--- src/rtl/alu16_nibble_seq_if.sv ---
// alu16_nibble_seq_if: request/response handshake bundle for alu16_nibble_seq.
//   Request : in_valid, in_ready, in_a, in_b, in_op
//   Response: out_valid, out_ready, out_result, out_zero, out_carry, out_overflow
//   master = the producer/consumer (execute stage), slave = alu16_nibble_seq.
interface alu16_nibble_seq_if;
  localparam int unsigned DW = 16;

  logic          in_valid;
  logic          in_ready;
  logic [DW-1:0] in_a;
  logic [DW-1:0] in_b;
  logic [2:0]    in_op;
  logic          out_valid;
  logic          out_ready;
  logic [DW-1:0] out_result;
  logic          out_zero;
  logic          out_carry;
  logic          out_overflow;

  modport master (
    output in_valid, in_a, in_b, in_op, out_ready,
    input  in_ready, out_valid, out_result, out_zero, out_carry, out_overflow
  );

  modport slave (
    input  in_valid, in_a, in_b, in_op, out_ready,
    output in_ready, out_valid, out_result, out_zero, out_carry, out_overflow
  );
endinterface

--- src/rtl/alu16_nibble_seq.sv ---
// alu16_nibble_seq: 16-bit ALU front end that runs each operation nibble by
// nibble on an external 4-bit ALU with carry chaining.
//   clk, rst          : clock, synchronous active-high reset
//   bus (slave)       : request/response valid-ready handshakes
//   alu_a/alu_b/alu_c : nibble operands and function select to the ALU4
//   alu_cin           : carry-in to the ALU4
//   alu_result/alu_carry/alu_overflow : combinational ALU4 response
module alu16_nibble_seq (
  input  logic              clk,
  input  logic              rst,
  alu16_nibble_seq_if.slave bus,
  output logic [3:0]        alu_a,
  output logic [3:0]        alu_b,
  output logic [2:0]        alu_c,
  output logic              alu_cin,
  input  logic [3:0]        alu_result,
  input  logic              alu_carry,
  input  logic              alu_overflow
);
  localparam int unsigned NIBBLES = 4;
  localparam int unsigned DW      = 4 * NIBBLES;
  localparam int unsigned NW      = $clog2(NIBBLES);
  localparam logic [NW-1:0] LAST_NIB = NW'(NIBBLES - 1);

  localparam logic [2:0] OP_ADD = 3'b000;
  localparam logic [2:0] OP_SUB = 3'b001;
  localparam logic [2:0] OP_SLT = 3'b110;
  localparam logic [2:0] OP_EQ  = 3'b111;

  typedef enum logic [1:0] {S_IDLE, S_RUN, S_DONE} state_e;

  state_e        state_q;
  logic [DW-1:0] a_q, b_q, sum_q;
  logic [2:0]    op_q;
  logic [NW-1:0] n_q;
  logic          in_ready_q, out_valid_q, out_zero_q, out_carry_q, out_overflow_q;
  logic [DW-1:0] out_result_q;
  logic [3:0]    alu_a_q, alu_b_q;
  logic [2:0]    alu_c_q;
  logic          alu_cin_q;   // also serves as the inter-nibble carry register

  logic [DW-1:0] sum_d, res_d;
  logic [NW-1:0] n_nxt;
  logic          op_arith;

  // Arithmetic ops all run through the ALU adder with carry chaining.
  function automatic logic is_arith(input logic [2:0] op);
    return op inside {OP_ADD, OP_SUB, OP_SLT, OP_EQ};
  endfunction

  // sub/slt/eq are a + ~b + 1.
  function automatic logic is_subtract(input logic [2:0] op);
    return is_arith(op) && (op != OP_ADD);
  endfunction

  function automatic logic [3:0] nib(input logic [DW-1:0] w, input logic [NW-1:0] i);
    return w[{i, 2'b00} +: 4];
  endfunction

  function automatic logic [3:0] b_drive(input logic [2:0] op, input logic [3:0] b);
    return is_subtract(op) ? ~b : b;
  endfunction

  function automatic logic [2:0] c_drive(input logic [2:0] op);
    return is_arith(op) ? OP_ADD : op;
  endfunction

  // Merge the current ALU nibble into the running word and form the final result.
  always_comb begin
    op_arith = is_arith(op_q);
    n_nxt    = n_q + NW'(1);
    sum_d    = sum_q;
    sum_d[{n_q, 2'b00} +: 4] = alu_result;
    case (op_q)
      OP_SLT:  res_d = DW'(sum_d[DW-1] ^ alu_overflow);
      OP_EQ:   res_d = DW'(sum_d == '0);
      default: res_d = sum_d;
    endcase
  end

  // Sequencer: IDLE -> RUN (one nibble per cycle) -> DONE.
  always_ff @(posedge clk) begin
    if (rst) begin
      state_q        <= S_IDLE;
      a_q            <= '0;
      b_q            <= '0;
      op_q           <= '0;
      n_q            <= '0;
      sum_q          <= '0;
      in_ready_q     <= 1'b1;
      out_valid_q    <= 1'b0;
      out_result_q   <= '0;
      out_zero_q     <= 1'b0;
      out_carry_q    <= 1'b0;
      out_overflow_q <= 1'b0;
      alu_a_q        <= '0;
      alu_b_q        <= '0;
      alu_c_q        <= '0;
      alu_cin_q      <= 1'b0;
    end else begin
      case (state_q)
        S_IDLE: begin
          if (bus.in_valid) begin
            a_q        <= bus.in_a;
            b_q        <= bus.in_b;
            op_q       <= bus.in_op;
            n_q        <= '0;
            sum_q      <= '0;
            alu_a_q    <= bus.in_a[3:0];
            alu_b_q    <= b_drive(bus.in_op, bus.in_b[3:0]);
            alu_c_q    <= c_drive(bus.in_op);
            alu_cin_q  <= is_subtract(bus.in_op);
            in_ready_q <= 1'b0;
            state_q    <= S_RUN;
          end
        end
        S_RUN: begin
          sum_q <= sum_d;
          if (n_q == LAST_NIB) begin
            out_valid_q    <= 1'b1;
            out_result_q   <= res_d;
            out_zero_q     <= (res_d == '0);
            out_carry_q    <= op_arith & alu_carry;
            out_overflow_q <= op_arith & alu_overflow;
            alu_a_q        <= '0;
            alu_b_q        <= '0;
            alu_c_q        <= '0;
            alu_cin_q      <= 1'b0;
            state_q        <= S_DONE;
          end else begin
            n_q       <= n_nxt;
            alu_a_q   <= nib(a_q, n_nxt);
            alu_b_q   <= b_drive(op_q, nib(b_q, n_nxt));
            alu_cin_q <= op_arith & alu_carry;
          end
        end
        S_DONE: begin
          if (bus.out_ready) begin
            out_valid_q <= 1'b0;
            in_ready_q  <= 1'b1;
            state_q     <= S_IDLE;
          end
        end
        default: state_q <= S_IDLE;
      endcase
    end
  end

  assign bus.in_ready     = in_ready_q;
  assign bus.out_valid    = out_valid_q;
  assign bus.out_result   = out_result_q;
  assign bus.out_zero     = out_zero_q;
  assign bus.out_carry    = out_carry_q;
  assign bus.out_overflow = out_overflow_q;
  assign alu_a            = alu_a_q;
  assign alu_b            = alu_b_q;
  assign alu_c            = alu_c_q;
  assign alu_cin          = alu_cin_q;
endmodule

--- src/flat_wrapper.sv ---
// flat-port wrapper written by rule: the top's interface ports become plain ports
module alu16_nibble_seq_flat 
  (clk, rst, alu_a, alu_b, alu_c, alu_cin, alu_result, alu_carry, alu_overflow, bus_in_valid, bus_in_a, bus_in_b, bus_in_op, bus_out_ready, bus_in_ready, bus_out_valid, bus_out_result, bus_out_zero, bus_out_carry, bus_out_overflow);
  alu16_nibble_seq_if bus_i ();
  input  logic clk;
  input  logic rst;
  output logic [3:0] alu_a;
  output logic [3:0] alu_b;
  output logic [2:0] alu_c;
  output logic alu_cin;
  input  logic [3:0] alu_result;
  input  logic alu_carry;
  input  logic alu_overflow;
  input wire logic [$bits(bus_i.in_valid)-1:0] bus_in_valid;
  input wire logic [$bits(bus_i.in_a)-1:0] bus_in_a;
  input wire logic [$bits(bus_i.in_b)-1:0] bus_in_b;
  input wire logic [$bits(bus_i.in_op)-1:0] bus_in_op;
  input wire logic [$bits(bus_i.out_ready)-1:0] bus_out_ready;
  output wire logic [$bits(bus_i.in_ready)-1:0] bus_in_ready;
  output wire logic [$bits(bus_i.out_valid)-1:0] bus_out_valid;
  output wire logic [$bits(bus_i.out_result)-1:0] bus_out_result;
  output wire logic [$bits(bus_i.out_zero)-1:0] bus_out_zero;
  output wire logic [$bits(bus_i.out_carry)-1:0] bus_out_carry;
  output wire logic [$bits(bus_i.out_overflow)-1:0] bus_out_overflow;
  assign bus_i.in_valid = bus_in_valid;
  assign bus_i.in_a = bus_in_a;
  assign bus_i.in_b = bus_in_b;
  assign bus_i.in_op = bus_in_op;
  assign bus_i.out_ready = bus_out_ready;
  assign bus_in_ready = bus_i.in_ready;
  assign bus_out_valid = bus_i.out_valid;
  assign bus_out_result = bus_i.out_result;
  assign bus_out_zero = bus_i.out_zero;
  assign bus_out_carry = bus_i.out_carry;
  assign bus_out_overflow = bus_i.out_overflow;
  alu16_nibble_seq u_core (.clk(clk), .rst(rst), .bus(bus_i), .alu_a(alu_a), .alu_b(alu_b), .alu_c(alu_c), .alu_cin(alu_cin), .alu_result(alu_result), .alu_carry(alu_carry), .alu_overflow(alu_overflow));
endmodule
--- config.mk ---
export PLATFORM = sky130hd
export DESIGN_NAME = alu16_nibble_seq_flat
export DESIGN_NICKNAME = d
export VERILOG_FILES = /design/src/rtl/alu16_nibble_seq_if.sv /design/src/rtl/alu16_nibble_seq.sv /design/src/flat_wrapper.sv
export SDC_FILE = /design/constraint.sdc
export NUM_CORES = 1
export LEC_CHECK = 0
export ABC_AREA = 0
export CAP_MARGIN = 20
export CORE_ASPECT_RATIO = 2
export CORE_UTILIZATION = 50
export CTS_CLUSTER_DIAMETER = 200
export DETAILED_ROUTE_END_ITERATION = 10
export GPL_TIMING_DRIVEN = 0
export PLACE_DENSITY = 0.84
export SKIP_CTS_REPAIR_TIMING = 1
export SLEW_MARGIN = 15
export SYNTH_ARGS = -nofsm -noshare
export SYNTH_HDL_FRONTEND = slang
export SYNTH_SLANG_ARGS = --single-unit
--- constraint.sdc ---
create_clock -name clk -period 2.95 [get_ports clk]
set_clock_uncertainty 0.1 [all_clocks]
set_input_delay 0.59 -clock clk [delete_from_list [all_inputs] [get_ports clk]]
set_output_delay 0.59 -clock clk [all_outputs]
set_load 0.005 [all_outputs]
==> results of run 1 <==
-- power groups by stage --
| stage | Combinational [mW] | Sequential [mW] | Clock [mW] |
|---|---|---|---|
| floorplan | 0.240 | 1.29 | 0 |
| global placement | 0.399 | 1.30 | 0 |
| detailed placement | 0.408 | 1.30 | 0 |
| CTS | 0.412 | 1.27 | 1.37 |
| global route | 0.455 | 1.28 | 1.41 |
| finish | 0.422 | 1.27 | 1.37 |
-- synthesized netlist by cell type (2+ instances only) --
| library cell | count | share of area [%] |
|---|---|---|
| mux4_2 | 8 | 4.5 |
| or3b_1 | 3 | 0.66 |
| inv_1 | 14 | 1.3 |
| a22oi_1 | 19 | 3.6 |
| clkbuf_1 | 24 | 2.3 |
| o2bb2ai_1 | 3 | 0.66 |
| nand2_1 | 102 | 9.6 |
| nor2b_1 | 2 | 0.31 |
| o21ai_0 | 6 | 0.75 |
| o21bai_1 | 2 | 0.38 |
| nand3b_1 | 3 | 0.56 |
| nor3b_1 | 4 | 0.75 |
| buf_1 | 3 | 0.28 |
| nor3_1 | 8 | 1.0 |
| or2_2 | 2 | 0.31 |
| nand3_1 | 21 | 2.6 |
| a21oi_1 | 62 | 7.8 |
| o31ai_1 | 4 | 0.75 |
| ha_1 | 7 | 2.2 |
| a222oi_1 | 3 | 0.75 |
| a21boi_0 | 4 | 0.75 |
| buf_2 | 5 | 0.63 |
| nor4_1 | 2 | 0.31 |
| dfxtp_1 | 88 | 44 |
| a22o_1 | 4 | 0.88 |
| o22ai_1 | 3 | 0.47 |
| buf_4 | 2 | 0.38 |
| a31oi_1 | 3 | 0.47 |
| nand2b_1 | 5 | 0.78 |
| xor2_1 | 6 | 1.3 |
| nor2_1 | 44 | 4.1 |
-- final timing paths --
kind                      start                  end  slack [ps]  cells after the start
setup / recovery  u_core.n_q[0]  u_core.bus.out_zero         150                     10
hold / removal    u_core.b_q[1]        u_core.b_q[1]         360                      2
setup reg to reg  u_core.n_q[0]  u_core.bus.out_zero         150                     10
hold reg to reg   u_core.b_q[1]        u_core.b_q[1]         360                      2
-- through the flow --
stage          worst slack (ps)  TNS, ps
2_1_floorplan               376        0
3_3_place_gp               -210     -613
3_5_place_dp               -361    -1500
4_1_cts                    -377    -1700
5_1_grt                   -5.53    -5.53
6_report                    149        0
-- sequential cells by signal (all words and copies together), names as in the netlist, 3 cells and up --
| name | cells |
|---|---|
| u_core.alu_c | 3 |
| u_core.bus.out_result | 16 |
| u_core.sum_q | 16 |
| u_core.op_q | 3 |
| u_core.alu_a | 4 |
| u_core.a_q | 16 |
| u_core.alu_b | 4 |
| u_core.b_q | 16 |
-- worst min-delay path, cell delays in order, from the launching register on --
cell     delay [ps]
dfxtp_1         300
nand2_1          50
a21oi_1          50
-- area by class of cell --
class | count | share of cell area [%]
Timing Repair Buffer | 74 | 14.1
Inverter | 14 | 1.00
Buffer | 35 | 2.99
Tap cell | 94 | 2.25
Clock buffer | 12 | 5.09
Sequential cell | 88 | 33.6
Multi-Input combinational cell | 347 | 39.0
Clock inverter | 4 | 1.89
-- per-layer routing --
| layer | global-route usage (%) | vias to the layer above | part of all wire, % |
|---|---|---|---|
| li1 | - | 1857 | - |
| met3 | 6.41 | 67 | 5.8 |
| met1 | 27.5 | 1903 | 34 |
| met2 | 55.8 | 223 | 54 |
| met4 | 23.1 | 0 | 6.4 |
| met5 | 0 | - | 0 |
-- cells by family (layout without fill, tap and decap cells) --
logic type / Yosys count / after routing / synth area share (%)
xor+xnor: 6 / 6 / 1.32
buf+inv: 49 / 139 / 5.15
compound gates: 121 / 121 / 19.2
simple gates: 204 / 204 / 23.0
flops: 88 / 88 / 44.2
fa+ha+maj: 7 / 7 / 2.20
mux: 9 / 9 / 4.86
==> run metrics, run 1 <==
Combinational Power Share=13.8%; Max-Cap Viols=0; total core area=7660 um2; IO Port Bufs=74; Max Freq=around 360 MHz; Seq/Total Area, Yosys=44.2%; Pint=2.33 mW; clock sinks=88; multi-input combinational cell area=2040 um2; slew at the pin with the worst max-slew slack=711 ps; Initial Util=a little over half; critical path fanouts, max=10; P per Cell Area=585 nW/um2; Leakage Power=1.89 nW; Clock transition at path regs=60 ps; CP Launch Type=flop; final hold violations=0; most frequent cells in the layout=nand2_1, dfxtp_1, clkdlybuf4s50_1; Synth Warn #=0; sequential cell area=1760 um2; initial antenna violation count=0; Post-DP Area=a little under 5000 um2; Arrival @ worst endpoint=2950 ps; crit path cell chain=buf_6, clkbuf_4, inv_1, ha_1, buf_4, nand3b_1, o22ai_2, nor3_1, and4_1, o41ai_2; total CTS buffers=9; status=finished, final reports clean; Max Slew Vio Count=0; aggregate global-route resource usage=30.2%; post-synthesis sequential element count=88; sequential share of power=41.6%; Setup crit end kind=flop; post-synthesis net count=536; grt ovf=0; Sw Ratio=24.0%; Vias=~4100; Setup violations, final=0; CTS Buffer Depth=2; share of layout cells above drive strength 1=under 10%; minimum clock period=2800 ps; Final period util=95.0%; per-cell routed wire length=approximately 18 um; largest net degree at the start of global routing=15; hpwl dp=approximately 8700 um; DRC Markers=0; clock share of power=44.6%; crit path kind=reg2reg; Layout Utilization=68.4%; H-tree lvl count=3; CP required=3100 ps; FP Rows=45; CP top delay family=buffers and inverters; post-route ant nets=0; WP buf/inv=4; filler instances=640; P&R area growth vs syn=31.4%; most common cell after layout, fill and taps aside=nand2_1; number of synthesized flops with an enable pin=0; I/O pins=78; Die W=around 65 um; total power=3.06 mW; FFs w/ async S/R, synth=0%; routed vias/inst=between 6 and 7; Avg Cell Area, Syn=around 8.2 um2; CTS tree=done; GPL Wtd Cong=0.936; Synth Cell Area=between 3000 and 4000 um2; ys flop type=dfxtp_1; die area=8360 um2; global-route wire length before repair=18800 um; slowest CP cell=dfxtp_1; crit-path max cell delay=400 ps; fin cells=about 670; nets@finish=621; Min-Delay Path Class=reg2reg; dpl cells=652; Peak VDD IR=between 0.4 and 0.5 mV; fin area=around 5200 um2; P_sw=0.735 mW; clock root buffer=clkbuf_16; synth unique cells=slightly below 50; Inserted Diodes=0; Synth Instances=484; vias in the first global route=4088; Hold WS=roughly 360 ps; Initial DRC Count=371; DRT Wirelength=12000 um; Die Span Y=128 um; Slew headroom=52.4%; 1st-pass router iterations=6; worst skew pair latency=350 ps
(Power assumes the default switching activity.)
==> inputs of run 2 (changes only) <==
clock period = 2.9 ns   (was 2.95 ns; I/O delays follow)
==> run 2 against run 1 <==
Global-route usage is the same. Count of clock-buffer cells in the layout is the same. Register-to-register slack lost 70 ps. Non-clock buffer count is the same. Total power grew 1.9%. Utilization is essentially flat. Critical path type unchanged. Largest cell class unchanged. Highest routed layer unchanged.
==> run metrics, run 2 (synthesis results as in run 1) <==
CP Launch Type=flop; slew at the pin with the worst max-slew slack=707 ps (-4.48 ps); Clock transition at path regs=70 ps (about the same); worst skew pair latency=350 ps (about the same); critical path fanouts, max=10 (unchanged); FP Rows=45 (unchanged); largest net degree at the start of global routing=15 (unchanged); most common cell after layout, fill and taps aside=nand2_1; Max Slew Vio Count=0 (unchanged); clock root buffer=clkbuf_16; initial antenna violation count=0 (unchanged); die area=8360 um2 (unchanged); IO Port Bufs=74 (unchanged); CTS Buffer Depth=2 (unchanged); 1st-pass router iterations=8 (+2); Initial Util=52.1% (unchanged); Worst R2R Start=u_core.n_q[0]; clock sinks=88 (unchanged); worst min-delay path endpoint=u_core.b_q[1]; H-tree lvl count=3 (unchanged); nets@finish=621 (unchanged); vias in the first global route=4088 (unchanged); P&R area growth vs syn=31.5% (about the same); Die W=65.1 um (unchanged); Setup crit end kind=flop; fin area=5240 um2 (about the same); CP required=3090 ps (about the same); post-route ant nets=0 (unchanged); per-cell routed wire length=18.0 um (about the same); Max Freq=354 MHz (-0.83%); hpwl dp=8710 um (unchanged); DRT Wirelength=12000 um (about the same); worst hold stages=2 (unchanged); GPL Wtd Cong=0.936 (unchanged); total core area=7660 um2 (unchanged); register-to-register setup slack=80 ps (-70 ps); CTS tree=done; Peak VDD IR=0.456 mV (+1.7%); hold_sp=u_core.b_q[1]; final hold violations=0 (unchanged); Setup violations, final=0 (unchanged); Min-Delay Path Class=reg2reg; Final period util=97.4% (+2.4 points); global-route wire length before repair=18800 um (unchanged); routed vias/inst=6.04 (-0.37%); Slew headroom=52.7% (+0.30 points); DRC Markers=0 (unchanged); Die Span Y=128 um (unchanged); grt ovf=0 (unchanged); minimum clock period=2820 ps (+23.4 ps); aggregate global-route resource usage=30.2% (unchanged); most frequent cells in the layout=nand2_1, dfxtp_1, clkdlybuf4s50_1; Initial DRC Count=379 (+2.2%); Vias=4035 (-0.37%); crit path kind=reg2reg; I/O pins=78 (unchanged); P per Cell Area=595 nW/um2 (+1.8%); status=finished, final reports clean; total CTS buffers=9 (unchanged); unrepaired setup endpoints after global routing=yes; Post-DP Area=4840 um2 (unchanged); Reg-to-Reg End=u_core.bus.out_result[0]; Max-Cap Viols=0 (unchanged); total power=3.12 mW (+1.9%); share of layout cells above drive strength 1=7.67% (unchanged); Inserted Diodes=0 (unchanged); Arrival @ worst endpoint=3010 ps (+60 ps); Leakage Power=1.89 nW (about the same); R2R cell count=8 (-2)
-- run 2: cell counts in the layout (fill, tap and decap cells not counted) --
No cell type changed its count.
-- run 2: routing by layer --
layer  vias up  global-route usage (%)  share of wire [%]
met1      1898                    27.5                 34
met3        64                    6.41                5.6
met5         -                       0                  0
met4         0                    23.1                6.7
li1       1856                       -                  -
met2       217                    55.8                 54
-- run 2: final cells by class --
class                   instances  area, um2
flip-flops and latches         88       1760
repair buffers                 74        741
multi-input cells             347       2040
clock buffers                  12        267
plain buffers                  35        160
clock inverters                 4       98.8
fillers                       638       2420
well taps                      94        118
inverters                      14       52.6
-- run 2: through the flow --
step | hold WS (ps) | worst slack [ps] | cells | utilization, % | TNS [ps]
2_1_floorplan | 333 | 326 | 484 | - | 0
4_1_cts | 357 | -427 | 668 | 68.0 | -2150
3_5_place_dp | 349 | -411 | 652 | 63.3 | -1950
3_3_place_gp | 339 | -260 | 652 | 63.3 | -1010
6_report | 356 | 75.4 | 668 | 68.4 | 0
5_1_grt | 368 | -6.43 | 668 | 68.4 | -6.43
-- run 2: power breakdown --
group	internal, mW	switching [mW]
registers	1.26	0.0356
clock network	0.914	0.480
logic	0.194	0.236
total	2.37	0.752
-- run 2: worst max path at each step --
stage / from / end / slack, ps / cells past startpoint
2_1_floorplan: u_core.n_q[0] / u_core.alu_a[0] / 330 / 8
3_3_place_gp: u_core.n_q[0] / u_core.bus.out_result[0] / -260 / 8
3_5_place_dp: u_core.n_q[0] / u_core.bus.out_result[0] / -410 / 8
4_1_cts: u_core.n_q[0] / u_core.bus.out_result[0] / -430 / 8
5_1_grt: u_core.n_q[0] / u_core.bus.out_result[0] / -6 / 9
6_report: u_core.n_q[0] / u_core.bus.out_result[0] / 80 / 8
-- run 2: worst max-delay path: stages, from the launching register on --
cell and delay (ps):
dfxtp_1 410, buf_6 160, clkbuf_4 240, inv_1 110, ha_1 400, and4bb_4 290
a2111oi_2 560, and4_1 310, o221a_1 180
